`config.mk`:
```
export PLATFORM = sky130hd
export DESIGN_NAME = byte_to_bitstream_flat
export DESIGN_NICKNAME = d
export VERILOG_FILES = /design/src/rtl/bitstream_pkg.sv /design/src/rtl/byte_to_bitstream_if.sv /design/src/rtl/sync_fifo.sv /design/src/rtl/byte_to_bitstream.sv /design/src/flat_wrapper.sv
export SDC_FILE = /design/constraint.sdc
export NUM_CORES = 1
export LEC_CHECK = 0
export CAP_MARGIN = 20
export CORE_AREA = 5 5 92 68
export DETAILED_ROUTE_END_ITERATION = 8
export DIE_AREA = 0 0 97 73
export SKIP_LAST_GASP = 1
export SLEW_MARGIN = 25
export SYNTH_ARGS = -nofsm -noshare
export SYNTH_HDL_FRONTEND = slang
export SYNTH_SLANG_ARGS = --single-unit
```
`constraint.sdc`:
```
create_clock -name clk -period 3.88 [get_ports clk]
set_input_delay 0.776 -clock clk [delete_from_list [all_inputs] [get_ports clk]]
set_output_delay 0.776 -clock clk [all_outputs]
set_load 0.01 [all_outputs]
```
`src/rtl/bitstream_pkg.sv`:
```
// Constants shared by the byte-to-bitstream transmitter and the matching receiver.
package bitstream_pkg;

  localparam int unsigned BYTE_W = 8;

  localparam logic [0:0] ST_IDLE  = 1'b0;
  localparam logic [0:0] ST_SHIFT = 1'b1;

  localparam int unsigned BIT_ORDER_LSB = 0;
  localparam int unsigned BIT_ORDER_MSB = 1;

endpackage

```
`src/rtl/byte_to_bitstream_if.sv`:
```
// Parallel word input handshake plus serial bit output strobes of the transmitter.
interface byte_to_bitstream_if
  import bitstream_pkg::*;
#(
  parameter int unsigned WIDTH = BYTE_W
) ();

  logic [WIDTH-1:0] byte_in;
  logic             byte_in_valid;
  logic             byte_in_ready;
  logic             data_out;
  logic             data_out_valid;
  logic             data_out_last;

  modport master (
    output byte_in,
    output byte_in_valid,
    input  byte_in_ready,
    input  data_out,
    input  data_out_valid,
    input  data_out_last
  );

  modport slave (
    input  byte_in,
    input  byte_in_valid,
    output byte_in_ready,
    output data_out,
    output data_out_valid,
    output data_out_last
  );

endinterface

```
`src/rtl/sync_fifo.sv`:
```
// Single-clock FIFO with combinational head read and occupancy count.
module sync_fifo #(
  parameter int unsigned WIDTH = 8,
  parameter int unsigned DEPTH = 4
) (
  input  logic                     clk,
  input  logic                     rst,
  input  logic                     push,
  input  logic [WIDTH-1:0]         wdata,
  input  logic                     pop,
  output logic [WIDTH-1:0]         rdata,
  output logic                     full,
  output logic                     empty,
  output logic [$clog2(DEPTH):0]   count
);

  localparam int unsigned PtrW = $clog2(DEPTH);
  localparam int unsigned CntW = PtrW + 1;

  logic [WIDTH-1:0] mem [DEPTH];
  logic [PtrW-1:0]  wptr_q, rptr_q;
  logic [CntW-1:0]  count_q;
  logic             do_push, do_pop;

  assign full    = (count_q == CntW'(DEPTH));
  assign empty   = (count_q == '0);
  assign count   = count_q;
  assign rdata   = mem[rptr_q];
  assign do_push = push & ~full;
  assign do_pop  = pop & ~empty;

  always_ff @(posedge clk) begin
    if (do_push) mem[wptr_q] <= wdata;
  end

  always_ff @(posedge clk or negedge rst) begin
    if (!rst) begin
      wptr_q  <= '0;
      rptr_q  <= '0;
      count_q <= '0;
    end else begin
      if (do_push) wptr_q <= wptr_q + PtrW'(1);
      if (do_pop)  rptr_q <= rptr_q + PtrW'(1);
      unique case ({do_push, do_pop})
        2'b10:   count_q <= count_q + CntW'(1);
        2'b01:   count_q <= count_q - CntW'(1);
        default: count_q <= count_q;
      endcase
    end
  end

endmodule

```
`src/rtl/byte_to_bitstream.sv`:
```
// Serialises queued parallel words into a gap-free bitstream with per-bit valid and last strobes.
module byte_to_bitstream
  import bitstream_pkg::*;
#(
  parameter int unsigned WIDTH      = BYTE_W,
  parameter int unsigned MSB_FIRST  = BIT_ORDER_LSB,
  parameter int unsigned FIFO_DEPTH = 4
) (
  input  logic                clk,
  input  logic                rst,
  byte_to_bitstream_if.slave  bus,
  output logic                busy
);

  localparam int unsigned CntW     = $clog2(WIDTH);
  localparam int unsigned CountW   = $clog2(FIFO_DEPTH) + 1;
  localparam bit          MsbFirst = (MSB_FIRST == BIT_ORDER_MSB);
  localparam logic [CntW-1:0] LastBit = CntW'(WIDTH - 1);

  logic [0:0]        state_q, state_d;
  logic [WIDTH-1:0]  sr_q, sr_d;
  logic [CntW-1:0]   cnt_q, cnt_d;
  logic              ready_q, ready_d;

  logic              fifo_push, fifo_pop, fifo_full, fifo_empty;
  logic [WIDTH-1:0]  fifo_rdata;
  logic [CountW-1:0] fifo_count, count_next;
  logic              shifting;

  sync_fifo #(
    .WIDTH (WIDTH),
    .DEPTH (FIFO_DEPTH)
  ) u_fifo (
    .clk   (clk),
    .rst   (rst),
    .push  (fifo_push),
    .wdata (bus.byte_in),
    .pop   (fifo_pop),
    .rdata (fifo_rdata),
    .full  (fifo_full),
    .empty (fifo_empty),
    .count (fifo_count)
  );

  assign fifo_push = bus.byte_in_valid & ready_q;

  always_comb begin
    state_d  = state_q;
    sr_d     = sr_q;
    cnt_d    = cnt_q;
    fifo_pop = 1'b0;
    unique case (state_q)
      ST_IDLE: begin
        if (!fifo_empty) begin
          fifo_pop = 1'b1;
          sr_d     = fifo_rdata;
          cnt_d    = '0;
          state_d  = ST_SHIFT;
        end
      end
      ST_SHIFT: begin
        if (cnt_q == LastBit) begin
          // Reload on the last bit's edge so consecutive words leave no gap.
          if (!fifo_empty) begin
            fifo_pop = 1'b1;
            sr_d     = fifo_rdata;
          end else begin
            sr_d    = '0;
            state_d = ST_IDLE;
          end
          cnt_d = '0;
        end else begin
          cnt_d = cnt_q + CntW'(1);
          sr_d  = MsbFirst ? (sr_q << 1) : (sr_q >> 1);
        end
      end
      default: state_d = ST_IDLE;
    endcase
  end

  // Ready reflects post-edge occupancy so a full FIFO is never written.
  assign count_next = fifo_count + CountW'(fifo_push) - CountW'(fifo_pop);
  assign ready_d    = (count_next != CountW'(FIFO_DEPTH));

  always_ff @(posedge clk or negedge rst) begin
    if (!rst) begin
      state_q <= ST_IDLE;
      sr_q    <= '0;
      cnt_q   <= '0;
      ready_q <= 1'b0;
    end else begin
      state_q <= state_d;
      sr_q    <= sr_d;
      cnt_q   <= cnt_d;
      ready_q <= ready_d;
    end
  end

  assign shifting           = (state_q == ST_SHIFT);
  assign bus.byte_in_ready  = ready_q;
  assign bus.data_out_valid = shifting;
  assign bus.data_out       = shifting & (MsbFirst ? sr_q[WIDTH-1] : sr_q[0]);
  assign bus.data_out_last  = shifting & (cnt_q == LastBit);
  assign busy               = (fifo_count != '0) | shifting;

endmodule

```
`src/flat_wrapper.sv`:
```
// flat-port wrapper written by rule: the top's interface ports become plain ports
module byte_to_bitstream_flat import bitstream_pkg::*;
#(
  parameter int unsigned WIDTH      = BYTE_W,
  parameter int unsigned MSB_FIRST  = BIT_ORDER_LSB,
  parameter int unsigned FIFO_DEPTH = 4
)
  (clk, rst, busy, bus_byte_in, bus_byte_in_valid, bus_byte_in_ready, bus_data_out, bus_data_out_valid, bus_data_out_last);
  byte_to_bitstream_if #(.WIDTH(WIDTH)) bus_i ();
  input  logic clk;
  input  logic rst;
  output logic busy;
  input wire logic [$bits(bus_i.byte_in)-1:0] bus_byte_in;
  input wire logic [$bits(bus_i.byte_in_valid)-1:0] bus_byte_in_valid;
  output wire logic [$bits(bus_i.byte_in_ready)-1:0] bus_byte_in_ready;
  output wire logic [$bits(bus_i.data_out)-1:0] bus_data_out;
  output wire logic [$bits(bus_i.data_out_valid)-1:0] bus_data_out_valid;
  output wire logic [$bits(bus_i.data_out_last)-1:0] bus_data_out_last;
  assign bus_i.byte_in = bus_byte_in;
  assign bus_i.byte_in_valid = bus_byte_in_valid;
  assign bus_byte_in_ready = bus_i.byte_in_ready;
  assign bus_data_out = bus_i.data_out;
  assign bus_data_out_valid = bus_i.data_out_valid;
  assign bus_data_out_last = bus_i.data_out_last;
  byte_to_bitstream #(.WIDTH(WIDTH), .MSB_FIRST(MSB_FIRST), .FIFO_DEPTH(FIFO_DEPTH)) u_core (.clk(clk), .rst(rst), .bus(bus_i), .busy(busy));
endmodule
```
Yosys cells after proc, flatten, opt, wreduce, memory -nomap -nowiden
Memories as Yosys holds them, arrays and structs flattened. Cells that the tools add are included.

Flip-flop bits (word level): 20. Bits in writable memories: 32. Bits of input ports: 11. Output and inout bits: 5. Logic and storage cells: 48. Memories kept: 1.

Add/subtract/negate cells: 7. Eq/ne operators: 6. Mux-type cells: 15. Bitwise gates (word level): 9. Reduce and logical (&&, ||, !) cells: 3.

Memory list: u_core.u_fifo.mem (words 4, width 8, rd ports 1, clocked after memory_dff 0, write ports 1, line sync_fifo.sv:20) `logic [WIDTH-1:0] mem [DEPTH];`.

Operators by type and width (number): 8-bit 2-to-1 mux (3); 8-bit one-hot mux with 2 select lines (1); 3-bit one-hot mux with 2 select lines (2); 3-bit by 1-bit adder with 3-bit output, second input constant (2); 3-bit == test, second input constant (2); 3-bit 2-to-1 mux (2); 1-bit AND (5); 1-bit 2-to-1 mux (5); 2-bit by 1-bit adder with 2-bit output, second input constant (2); 1-bit one-hot mux with 2 select lines (2); 3-bit by 1-bit adder with 3-bit output (1); 3-bit zero test (1); 3-bit inequality test, second input constant (1); 1-bit NOT (3); 3-bit nonzero test (1); 3-bit by 1-bit subtractor with 3-bit output (1); 3-bit by 1-bit subtractor with 3-bit output, second input constant (1); 2-bit by 1-bit == test with 1-bit output, second input constant (1); 2-bit == test, second input constant (1); 2-bit inequality test, second input constant (1); 2-bit nonzero test (1); 1-bit bitwise OR (1).

Longest topological paths before layout
Gate-level depths: netlist (run 1).

Word-level depth: 7. Gate-level depth with buffers: 11. Mapped depth without buffers: 10.

Modules after synthesis
Synthesis (run 1) repeated with hierarchy kept, for this count alone.

Cell total of the unflattened synthesis: 151. Area, all modules: 2388.5 um^2.

By module, submodules not included: sync_fifo (instances 1, cells each 79, area an instance 1592.8 um^2, seq. area each 1136.1 um^2); byte_to_bitstream (instances 1, cells each 72, area an instance 795.8 um^2, seq. area each 325.3 um^2).

Least setup slack after synthesis (run 1)
Ideal clock, no wire load.

Path kind: flip-flop to flip-flop. Start: register u_core.cnt_q[0]. End: register u_core.ready_q (netlist: u_core.bus.byte_in_ready). Setup time: 0.131 ns. Arrival time: 2.346 ns. Setup slack: 1.403 ns. Stages on the path, launching flop included: 12. Period minus slack after synthesis: 2.477 ns. Cells stage by stage: dfrtp_1 > ha_1 > ha_1 > nor2b_1 > buf_2 > nor2_1 > ha_1 > inv_1 > ha_1 > fa_1 > xnor2_1 > or3_1.

Word-level cells in the longest chain between the ends: 5.

Ends and longest elaborated chain: from (decl) (line byte_to_bitstream.sv:22) `logic [CntW-1:0] cnt_q, cnt_d;`; from (signal assigned) (line byte_to_bitstream.sv:94) `cnt_q <= cnt_d;`; 3-bit == test (line byte_to_bitstream.sv:62) `if (cnt_q == LastBit) begin`; 1-bit 2-to-1 mux (line byte_to_bitstream.sv:62); 1-bit one-hot mux with 2 select lines (line byte_to_bitstream.sv:52) `unique case (state_q)`; 3-bit by 1-bit subtractor with 3-bit output (line byte_to_bitstream.sv:82) `assign count_next = fifo_count + CountW'(fifo_push) - CountW'(fifo_pop);`; 3-bit inequality test (line byte_to_bitstream.sv:83) `assign ready_d = (count_next != CountW'(FIFO_DEPTH));`; net u_core.ready_d (line byte_to_bitstream.sv:23) `logic ready_q, ready_d;`; to (signal assigned) (line byte_to_bitstream.sv:95) `ready_q <= ready_d;`; to (decl) (line byte_to_bitstream.sv:23).

The timed path passes the listed nets, and every way through them passes these cells. A chain may end at the register's enable or synchronous reset.

Worst setup path in the final report (run 1)
Same ends and word-level chain as after synthesis.

==> impl_metrics.toml, run 1 <==
[synthesis]
seq_area_frac_synth = 0.6372
synth_common_cells = "edfxtp_1, dfrtp_1, nand2_1"
synth_enable_flop_cells = 32
synth_cell_types = 29
ys.flop_type = "edfxtp_1"
synth.net_count = 169
synth.avg_cell_area_um2 = 15.60
netlist_area_um2 = 2293
synthTopCellsByArea = "edfxtp_1, dfrtp_1, mux4_2"
yosysWarnings = 0
synth_cells = 147
synth_top_cell_area_share = 0.4190
yosys.area.top_type = "edfxtp_1"
async_flop_share = 0.3846
synth_seq_cells = 52
synth.most_common_cell = "edfxtp_1"

[critical_path]
startpoint_type = "flop"
path_buf_inv = 1
cp-end-kind = "flop"
cpPeakStageDelay_ns = 0.49
worstPathMaxFanout = 11
critPathTopFamily = "adder cells"
crit_chain = "ha_1 -> ha_1 -> nor2b_1 -> nor2_1 -> ha_1 -> inv_1 -> ha_1 -> fa_1 -> xnor2_1 -> or3_1"
reg2reg_from = "u_core.cnt_q[0]$_DFFE_PN0P_"
critPathMostFrequentCell = "ha_1"
crit_type = "flop to flop"
cp.arrival_ns = 3.18
worstPathRequired_ns = 4.07
slowest_stage = "nor2b_1"
worstSetupStartpoint = "u_core.cnt_q[0]$_DFFE_PN0P_"

[layout]
final_util = 0.4780
finalNonFillerCells = 239
nets = 185
drive_gt1_frac = 0.1463
diodes = 0
syn_to_final_growth_pct = 13.37
fillerInstances = 466

[route]
wl_per_cell_um = 15.86
via_per_inst = 5.096
ant_nets = 0
drt-initial-drc-count = 54
drc_errors = 0
vias = 1218
wl_um = 3791
drt_first_pass_iters = 4

[pwr]
power.leakage_nw = 0.9936
p_switching_w = 0.0006114
clockPowerShare = 0.197
internal-power_w = 0.001238
switching_share = 0.3305
vdd.ir_drop.worst_v = 0.0002931
p_seq_frac = 0.479
power.total_w = 0.001850
pwr-share-comb = 0.323
power_per_cell_area_nw_per_um2 = 711.4

[clock_network]
post-cts-setup-buffers = 0
clk_pin_slew_ns = 0.09
htree_levels = 2
clk_latency_ns = 0.30
cts_root_buf = "clkbuf_8"
cts_buffers = 5
cts_max_path_buffers = 2
cts_resized = 0
hold_buffers = 0
cts_tree = "yes"
cts_num_sinks = 52

[sta]
worst_pin_slew_ns = 0.6517
setup_tns_ns = 0
finClkSkew_ns = 0.006512
rsz0062_at_grt = "false"
hold_ws_ns = 0.4015
finalMaxSlewViolations = 0
fin_crit_sh = 0.7703
hold_violations = 0
setup_violations = 0
relSlewSlack = 0.5656
timing.final.crit_period_ns = 2.989
fmax_ghz = 0.3346

[grt]
grt_start_max_net_pins = 21
grt_overflow = 0
grt_first_pass_wirelength_um = 6513
grt_pass1_vias = 1317
grt_use_total = 0.1203
antenna_found_initial = 0

[place]
place_inst = 231
gp_congestion = 0.8128
dp_hpwl_um = 2833
portBuffers = 15

[floorplanning]
initial_utilization = 0.4217
core.rowCount = 23
die_x_um = 97
num_io_pins = 16
coreArea_um2 = 5439
fp.dieH_um = 73
die_area_um2 = 7081

[status]
status = "complete, no violations"

[job]
maxCapViolCount = 0

[worst_hold_path]
hold_class = "input pin to asynchronous set/reset pin"
[layout make-up]
class / instances / area (µm²) / area share
clock buffer: 5 / 68.82 / 0.02647
inverter: 9 / 33.78 / 0.01299
timing repair buffer: 16 / 152.6 / 0.05871
multi-input combinational: 79 / 747.0 / 0.2873
sequential: 52 / 1461 / 0.5621
clock inverter: 3 / 42.54 / 0.01636
tap: 75 / 93.84 / 0.03609
[cell families (layout without fill, tap and decap cells)]
logic type / count (synthesis) / after routing / share of synthesized area
buffers and inverters: 16 / 33 / 0.03709
and+or+nand+nor: 31 / 31 / 0.06983
AOI/OAI and AO/OA: 18 / 18 / 0.06656
xor gates and xnor gates: 8 / 8 / 0.03055
adders and majority gates: 11 / 11 / 0.06656
DFF: 52 / 52 / 0.6372
muxes: 11 / 11 / 0.09220
[stage by stage]
| stage | area [µm²] | setup slack (ns) |
|---|---|---|
| floorplan | 2293 | 1.403 |
| global placement | 2494 | 0.9820 |
| detailed placement | 2494 | 0.8660 |
| CTS | 2605 | 0.8803 |
| global route | 2600 | 0.6591 |
| finish | 2600 | 0.8913 |
[per-layer routing]
layer / global-route usage / routed length, µm / vias to the layer above
met1: 0.1592 / 1808 / 627
met4: 0.03738 / 19 / 0
met3: 0.03438 / 165 / 4
met2: 0.1950 / 1798 / 19
met5: 0 / 0 / -
li1: - / - / 568
[power groups by stage]
stage | combinational (W) | clock, W | sequential (W)
6_report | 0.000598 | 0.000365 | 0.000886
5_1_grt | 0.000677 | 0.000395 | 0.000914
4_1_cts | 0.000611 | 0.000374 | 0.000892
3_5_place_dp | 0.000609 | 0 | 0.000904
3_3_place_gp | 0.000575 | 0 | 0.000891
2_1_floorplan | 0.000518 | 0 | 0.000827
[registers in the layout, indices dropped and copies added, names as in the netlist]
name,cells
u_core.bus.data_out_valid,1
u_core.u_fifo.rptr_q,2
u_core.u_fifo.count,3
u_core.u_fifo.wptr_q,2
u_core.u_fifo.mem,32
u_core.cnt_q,3
u_core.sr_q,8
u_core.bus.byte_in_ready,1
[cells in the final DEF, fill, tap and decap left out, types with 2 or more instances in the layout]
master | synthesis | final
fa_1 | 2 | 2
xor2_1 | 3 | 3
ha_1 | 9 | 9
o211ai_1 | 8 | 8
dfrtp_1 | 20 | 20
mux4_2 | 8 | 8
a32oi_1 | 7 | 7
mux2i_1 | 2 | 2
and2_1 | 6 | 6
clkbuf_8 | 0 | 5
o21ai_1 | 2 | 2
clkdlybuf4s50_1 | 0 | 14
inv_1 | 8 | 8
nand2_1 | 14 | 14
nor2_1 | 3 | 3
or3_1 | 2 | 2
edfxtp_1 | 32 | 32
xnor2_1 | 5 | 5
[worst paths after layout]
check	endpoint	slack, ns	cells past startpoint
max	u_core.bus.byte_in_ready$_DFF_PN0_	0.89	10
min	u_core.bus.data_out_valid$_DFF_PN0_	0.40	1
max reg2reg	u_core.bus.byte_in_ready$_DFF_PN0_	0.89	10
min reg2reg	u_core.cnt_q[0]$_DFFE_PN0P_	0.49	1
max in group asynchronous	u_core.u_fifo.wptr_q[1]$_DFFE_PN0P_	3.17	1
min in group clk	u_core.cnt_q[0]$_DFFE_PN0P_	0.49	1
Power figures use the tool's default switching activity.
==> run 2, diff against run 1 <==
==> constraint.sdc (replaced) <==
create_clock -name clk -period 2.8 [get_ports clk]
set_input_delay 0.56 -clock clk [delete_from_list [all_inputs] [get_ports clk]]
set_output_delay 0.56 -clock clk [all_outputs]
set_load 0.01 [all_outputs]
==> run 2 against run 1 <==
Utilization down 0.28 points. Clock skew about the same. First-iteration DRC count up 15%. Sequential share of layout area up 0.33 points. Routed wire length down 0.69%. Sequential power up 39%. Setup slack worse by 0.56 ns. Critical path depth unchanged. Die area unchanged. Combinational power up 37%. Final area down 0.58%. Clock power up 9.3%. Critical path type unchanged. Largest cell class unchanged.
==> impl_metrics.toml, run 2 (synthesis gave the netlist of run 1 again) <==
[place]
portBuffers = 15
dp_hpwl_um = 2661
gp_congestion = 0.8426
dp_worst_setup_slack_ns = 0.2164

[critical_path]
cp-end-kind = "flop"
reg2reg_from = "u_core.cnt_q[0]$_DFFE_PN0P_"
cpPeakStageDelay_ns = 0.40
crit_chain = "ha_1 -> ha_1 -> nor2b_1 -> nor2_1 -> ha_1 -> inv_1 -> ha_1 -> fa_1 -> xnor2_1 -> or3_1"
reg2regPathDepth = 10
cp.arrival_ns = 2.66
startpoint_type = "flop"
slowest_stage = "dfrtp_1"
rrSetupSlack_ns = 0.33
worstPathRequired_ns = 2.98
crit_type = "flop to flop"
worstPathMaxFanout = 2
timing.rr.end = "u_core.bus.byte_in_ready$_DFF_PN0_"
critPathMostFrequentCell = "ha_1"

[sta]
finalMaxSlewViolations = 0
rsz0062_at_grt = "false"
hold_violations = 0
setup_violations = 0
setup_tns_ns = 0
fmax_ghz = 0.4043
relSlewSlack = 0.5650
worst_pin_slew_ns = 0.6525
finClkSkew_ns = 0.006931
fin_ws_ns = 0.3266
timing.final.crit_period_ns = 2.473
fin_crit_sh = 0.8834

[route]
drt-initial-drc-count = 62
via_per_inst = 5.112
wl_per_cell_um = 15.62
vias = 1232
top_layer = "met4"
drt_first_pass_iters = 4
wl_met3_um = 184
ant_nets = 0
wl_met1_um = 1811
wl_met2_um = 1732
wl_um = 3765
drc_errors = 0

[job]
maxCapViolCount = 0

[layout]
syn_to_final_growth_pct = 12.71
multi_input_area_um2 = 747.0
final_cell_mix = "edfxtp_1, dfrtp_1, nand2_1, clkdlybuf4s50_1, ha_1"
ff_latch_area_um2 = 1461
regMostFlops = "u_core.u_fifo.mem"
drive_gt1_frac = 0.1446
nets = 187
largest_reg_flops = 32
final_common_cell = "edfxtp_1"
top_regs = "u_core.u_fifo.mem (32), u_core.sr_q (8)"
final_util = 0.4753
diodes = 0
fillerInstances = 468

[floorplanning]
die_area_um2 = 7081
initial_utilization = 0.4217
num_io_pins = 16
coreArea_um2 = 5439
die_x_um = 97
fp.dieH_um = 73
core.rowCount = 23

[pwr]
internal-power_w = 0.001633
pwr-share-comb = 0.335
p_switching_w = 0.0008173
vdd.ir_drop.worst_v = 0.0003791
p_seq_frac = 0.502
power.leakage_nw = 0.9913
clockPowerShare = 0.163
switching_share = 0.3335
power_per_cell_area_nw_per_um2 = 948.1

[clock_network]
clk_pin_slew_ns = 0.08
cts_max_path_buffers = 2
post-cts-setup-buffers = 0
htree_levels = 2
hold_buffers = 0
cts_buffers = 5
cts_num_sinks = 52
clk_latency_ns = 0.30
cts_tree = "yes"
cts_root_buf = "clkbuf_8"
cts_resized = 0

[grt]
grt_first_pass_wirelength_um = 6506
grt_overflow = 0
grt_use_total = 0.1192
grt_pass1_vias = 1278
antenna_found_initial = 0
grt_start_max_net_pins = 21

[status]
status = "complete, no violations"

[worst_hold_path]
hold_class = "input pin to asynchronous set/reset pin"
==> run 2: cell types whose count changed in the layout (fill, tap and decap cells not counted), sizes merged <==
cell and change:
bufinv -1, buf +2, clkbuf +2, clkinvlp -1
==> run 2: worst max-delay path by stage <==
stage / from / end / slack [ns] / cells after the start
6_report: u_core.cnt_q[0]$_DFFE_PN0P_ / u_core.bus.byte_in_ready$_DFF_PN0_ / 0.33 / 10
4_1_cts: u_core.cnt_q[0]$_DFFE_PN0P_ / u_core.bus.byte_in_ready$_DFF_PN0_ / 0.30 / 10
2_1_floorplan: u_core.cnt_q[0]$_DFFE_PN0P_ / u_core.bus.byte_in_ready$_DFF_PN0_ / 0.32 / 11
5_1_grt: u_core.cnt_q[0]$_DFFE_PN0P_ / u_core.bus.byte_in_ready$_DFF_PN0_ / 0.14 / 10
3_3_place_gp: bus_byte_in_valid / u_core.bus.byte_in_ready$_DFF_PN0_ / 0.28 / 8
3_5_place_dp: bus_byte_in_valid / u_core.bus.byte_in_ready$_DFF_PN0_ / 0.22 / 8
==> run 2: worst max-delay path, delay by kind of cell (launching register included) <==
kind | cells | cell delay (ns)
flops | 1 | 0.40
xor+xnor | 1 | 0.13
simple gates | 3 | 0.56
buf+inv | 1 | 0.04
fa+ha+maj | 5 | 1.23
==> run 2: metrics by stage <==
stage | area, µm² | cells | total power (W) | hold slack [ns]
floorplan | 2293 | 147 | 0.001864 | 0.2644
global placement | 2509 | 233 | 0.002044 | 0.4740
detailed placement | 2509 | 233 | 0.002090 | 0.4796
CTS | 2590 | 241 | 0.002493 | 0.4916
global route | 2585 | 241 | 0.002653 | 0.2392
finish | 2585 | 241 | 0.002451 | 0.2034
==> run 2: cell type report <==
type | instances | area share
Clock buffer | 7 | 0.02953
Clock inverter | 1 | 0.001936
Tap cell | 75 | 0.03630
Multi-Input combinational cell | 79 | 0.2890
Timing Repair Buffer | 18 | 0.06486
Sequential cell | 52 | 0.5653
Inverter | 9 | 0.01307
==> run 2: power by group through the flow <==
stage | Sequential, W | Combinational [W] | Clock, W
2_1_floorplan | 0.00115 | 0.000718 | 0
3_3_place_gp | 0.00124 | 0.000805 | 0
3_5_place_dp | 0.00125 | 0.000840 | 0
4_1_cts | 0.00123 | 0.000844 | 0.000415
5_1_grt | 0.00126 | 0.000952 | 0.000443
6_report | 0.00123 | 0.000822 | 0.000399
==> run 2: layer usage <==
layer  up-vias  global-route usage
met5         -                   0
li1        577                   -
met1       621              0.1610
met2        29              0.1843
met4         0             0.04673
met3         5             0.03438
==> run 3, diff against run 2 <==
==> constraint.sdc (replaced) <==
create_clock -name clk -period 2.8 [get_ports clk]
set_input_delay 0.56 -clock clk [delete_from_list [all_inputs] [get_ports clk]]
set_output_delay 0.56 -clock clk [all_outputs]
set_load 0.05 [all_outputs]
==> run 3 against run 2 <==
Hold slack worse by 0.024 ns. Routed wire length did not move. Setup slack worse by 0.20 ns. Final area up 1.5%. Clock power increased by 29%.
==> impl_metrics.toml, run 3 (synthesis gave the netlist of run 1 again) <==
[sta]
timing.final.crit_period_ns = 2.677
relSlewSlack = 0.5715
fmax_ghz = 0.3736
setup_tns_ns = 0
finClkSkew_ns = 0.009849
fin_ws_ns = 0.1233
finalMaxSlewViolations = 0
hold_violations = 0
rsz0062_at_grt = "false"
worst_pin_slew_ns = 0.6428
fin_crit_sh = 0.9560
setup_violations = 0

[clock_network]
clk_latency_ns = 0.31
hold_buffers = 0
cts_tree = "yes"
htree_levels = 2
cts_root_buf = "clkbuf_8"
cts_buffers = 5
cts_num_sinks = 52
cts_max_path_buffers = 2
cts_resized = 0
post-cts-setup-buffers = 0
clk_pin_slew_ns = 0.10

[critical_path]
worstPathRequired_ns = 2.24
cp.arrival_ns = 2.12
crit_type = "flop to output pin"
cp-end-kind = "output pin"
worstPathMaxFanout = 10
worstSetupStartpoint = "u_core.cnt_q[0]$_DFFE_PN0P_"
startpoint_type = "flop"
reg2reg_from = "u_core.cnt_q[0]$_DFFE_PN0P_"

[place]
gp_congestion = 0.8454
dp_worst_setup_slack_ns = 0.2044
portBuffers = 15
dp_hpwl_um = 2742

[grt]
antenna_found_initial = 0
grt_first_pass_wirelength_um = 6396
grt_pass1_vias = 1269
grt_overflow = 0
grt_use_total = 0.1176
grt_start_max_net_pins = 21

[layout]
nets = 188
final_cell_mix = "edfxtp_1, dfrtp_1, nand2_1, clkdlybuf4s50_1, ha_1"
regMostFlops = "u_core.u_fifo.mem"
final_common_cell = "edfxtp_1"
syn_to_final_growth_pct = 14.35
fillerInstances = 478
top_regs = "u_core.u_fifo.mem (32), u_core.sr_q (8)"
diodes = 0
drive_gt1_frac = 0.1617
largest_reg_flops = 32

[pwr]
pwr-share-comb = 0.338
vdd.ir_drop.worst_v = 0.0004222
switching_share = 0.3394
clockPowerShare = 0.196
p_seq_frac = 0.467
power_per_cell_area_nw_per_um2 = 1000
internal-power_w = 0.001733
p_switching_w = 0.0008903
power.leakage_nw = 1.009

[floorplanning]
initial_utilization = 0.4217
num_io_pins = 16
fp.dieH_um = 73
core.rowCount = 23
coreArea_um2 = 5439
die_x_um = 97
die_area_um2 = 7081

[route]
via_per_inst = 5.050
drc_errors = 0
drt-initial-drc-count = 60
wl_um = 3765
vias = 1222
drt_first_pass_iters = 4
ant_nets = 0
wl_per_cell_um = 15.56

[worst_hold_path]
hold_class = "input pin to asynchronous set/reset pin"

[job]
maxCapViolCount = 0

[status]
status = "complete, no violations"
-- run 3: cell count changes in the layout (fill, tap and decap cells not counted) --
cell        delta
clkbuf_1       -2
bufinv_16      +1
buf_4          +1
clkinvlp_4     +1
-- run 3: worst max-delay path, cell delays in order, from the launching register on --
cell and delay, ns:
dfrtp_1 0.41, ha_1 0.21, ha_1 0.19, buf_4 0.17
and2_1 0.14, clkdlybuf4s50_1 0.69
-- run 3: metal layers --
| layer | share of wire | GRT usage |
|---|---|---|
| met1 | 0.47 | 0.1599 |
| met4 | 0.016 | 0.04673 |
| met5 | 0 | 0 |
| met2 | 0.46 | 0.1804 |
| met3 | 0.050 | 0.03343 |
-- run 3: through the flow --
step	area (µm²)	hold slack (ns)	util	power [W]	cells
finish	2623	0.1798	0.4822	0.002623	242
global placement	2516	0.4735	0.4626	0.002096	234
global route	2623	0.2110	0.4822	0.002809	242
detailed placement	2516	0.4749	0.4626	0.002157	234
floorplan	2293	0.2644	-	0.001911	147
CTS	2628	0.4939	0.4831	0.002669	242
-- run 3: worst paths after layout --
check                                                       to  slack [ns]  cells after the start
max                                          bus_data_out_last        0.12                      5
max reg2reg                 u_core.bus.byte_in_ready$_DFF_PN0_        0.31                     10
min in group clk                    u_core.sr_q[6]$_DFFE_PN0P_        0.49                      2
min reg2reg                         u_core.sr_q[6]$_DFFE_PN0P_        0.49                      2
min                        u_core.bus.data_out_valid$_DFF_PN0_        0.18                      1
max in group asynchronous   u_core.u_fifo.count[2]$_DFFE_PN0P_        2.29                      1
-- run 3: power by group through the flow --
stage	sequential (W)	combinational, W	clock [W]
after floorplan	0.00116	0.000749	0
after global placement	0.00124	0.000859	0
after detailed placement	0.00125	0.000907	0
after CTS	0.00123	0.000910	0.000526
after global routing	0.00125	0.00100	0.000554
final	0.00122	0.000885	0.000513
-- run 3: final cells by class --
class                      count  area (µm²)  area share
clock inverter                 3       42.54     0.01622
multi-input combinational     79       747.0      0.2848
clock buffer                   5       68.82     0.02624
inverter                       9       33.78     0.01288
timing repair buffer          19       175.2     0.06679
tap                           75       93.84     0.03578
sequential                    52        1461      0.5573
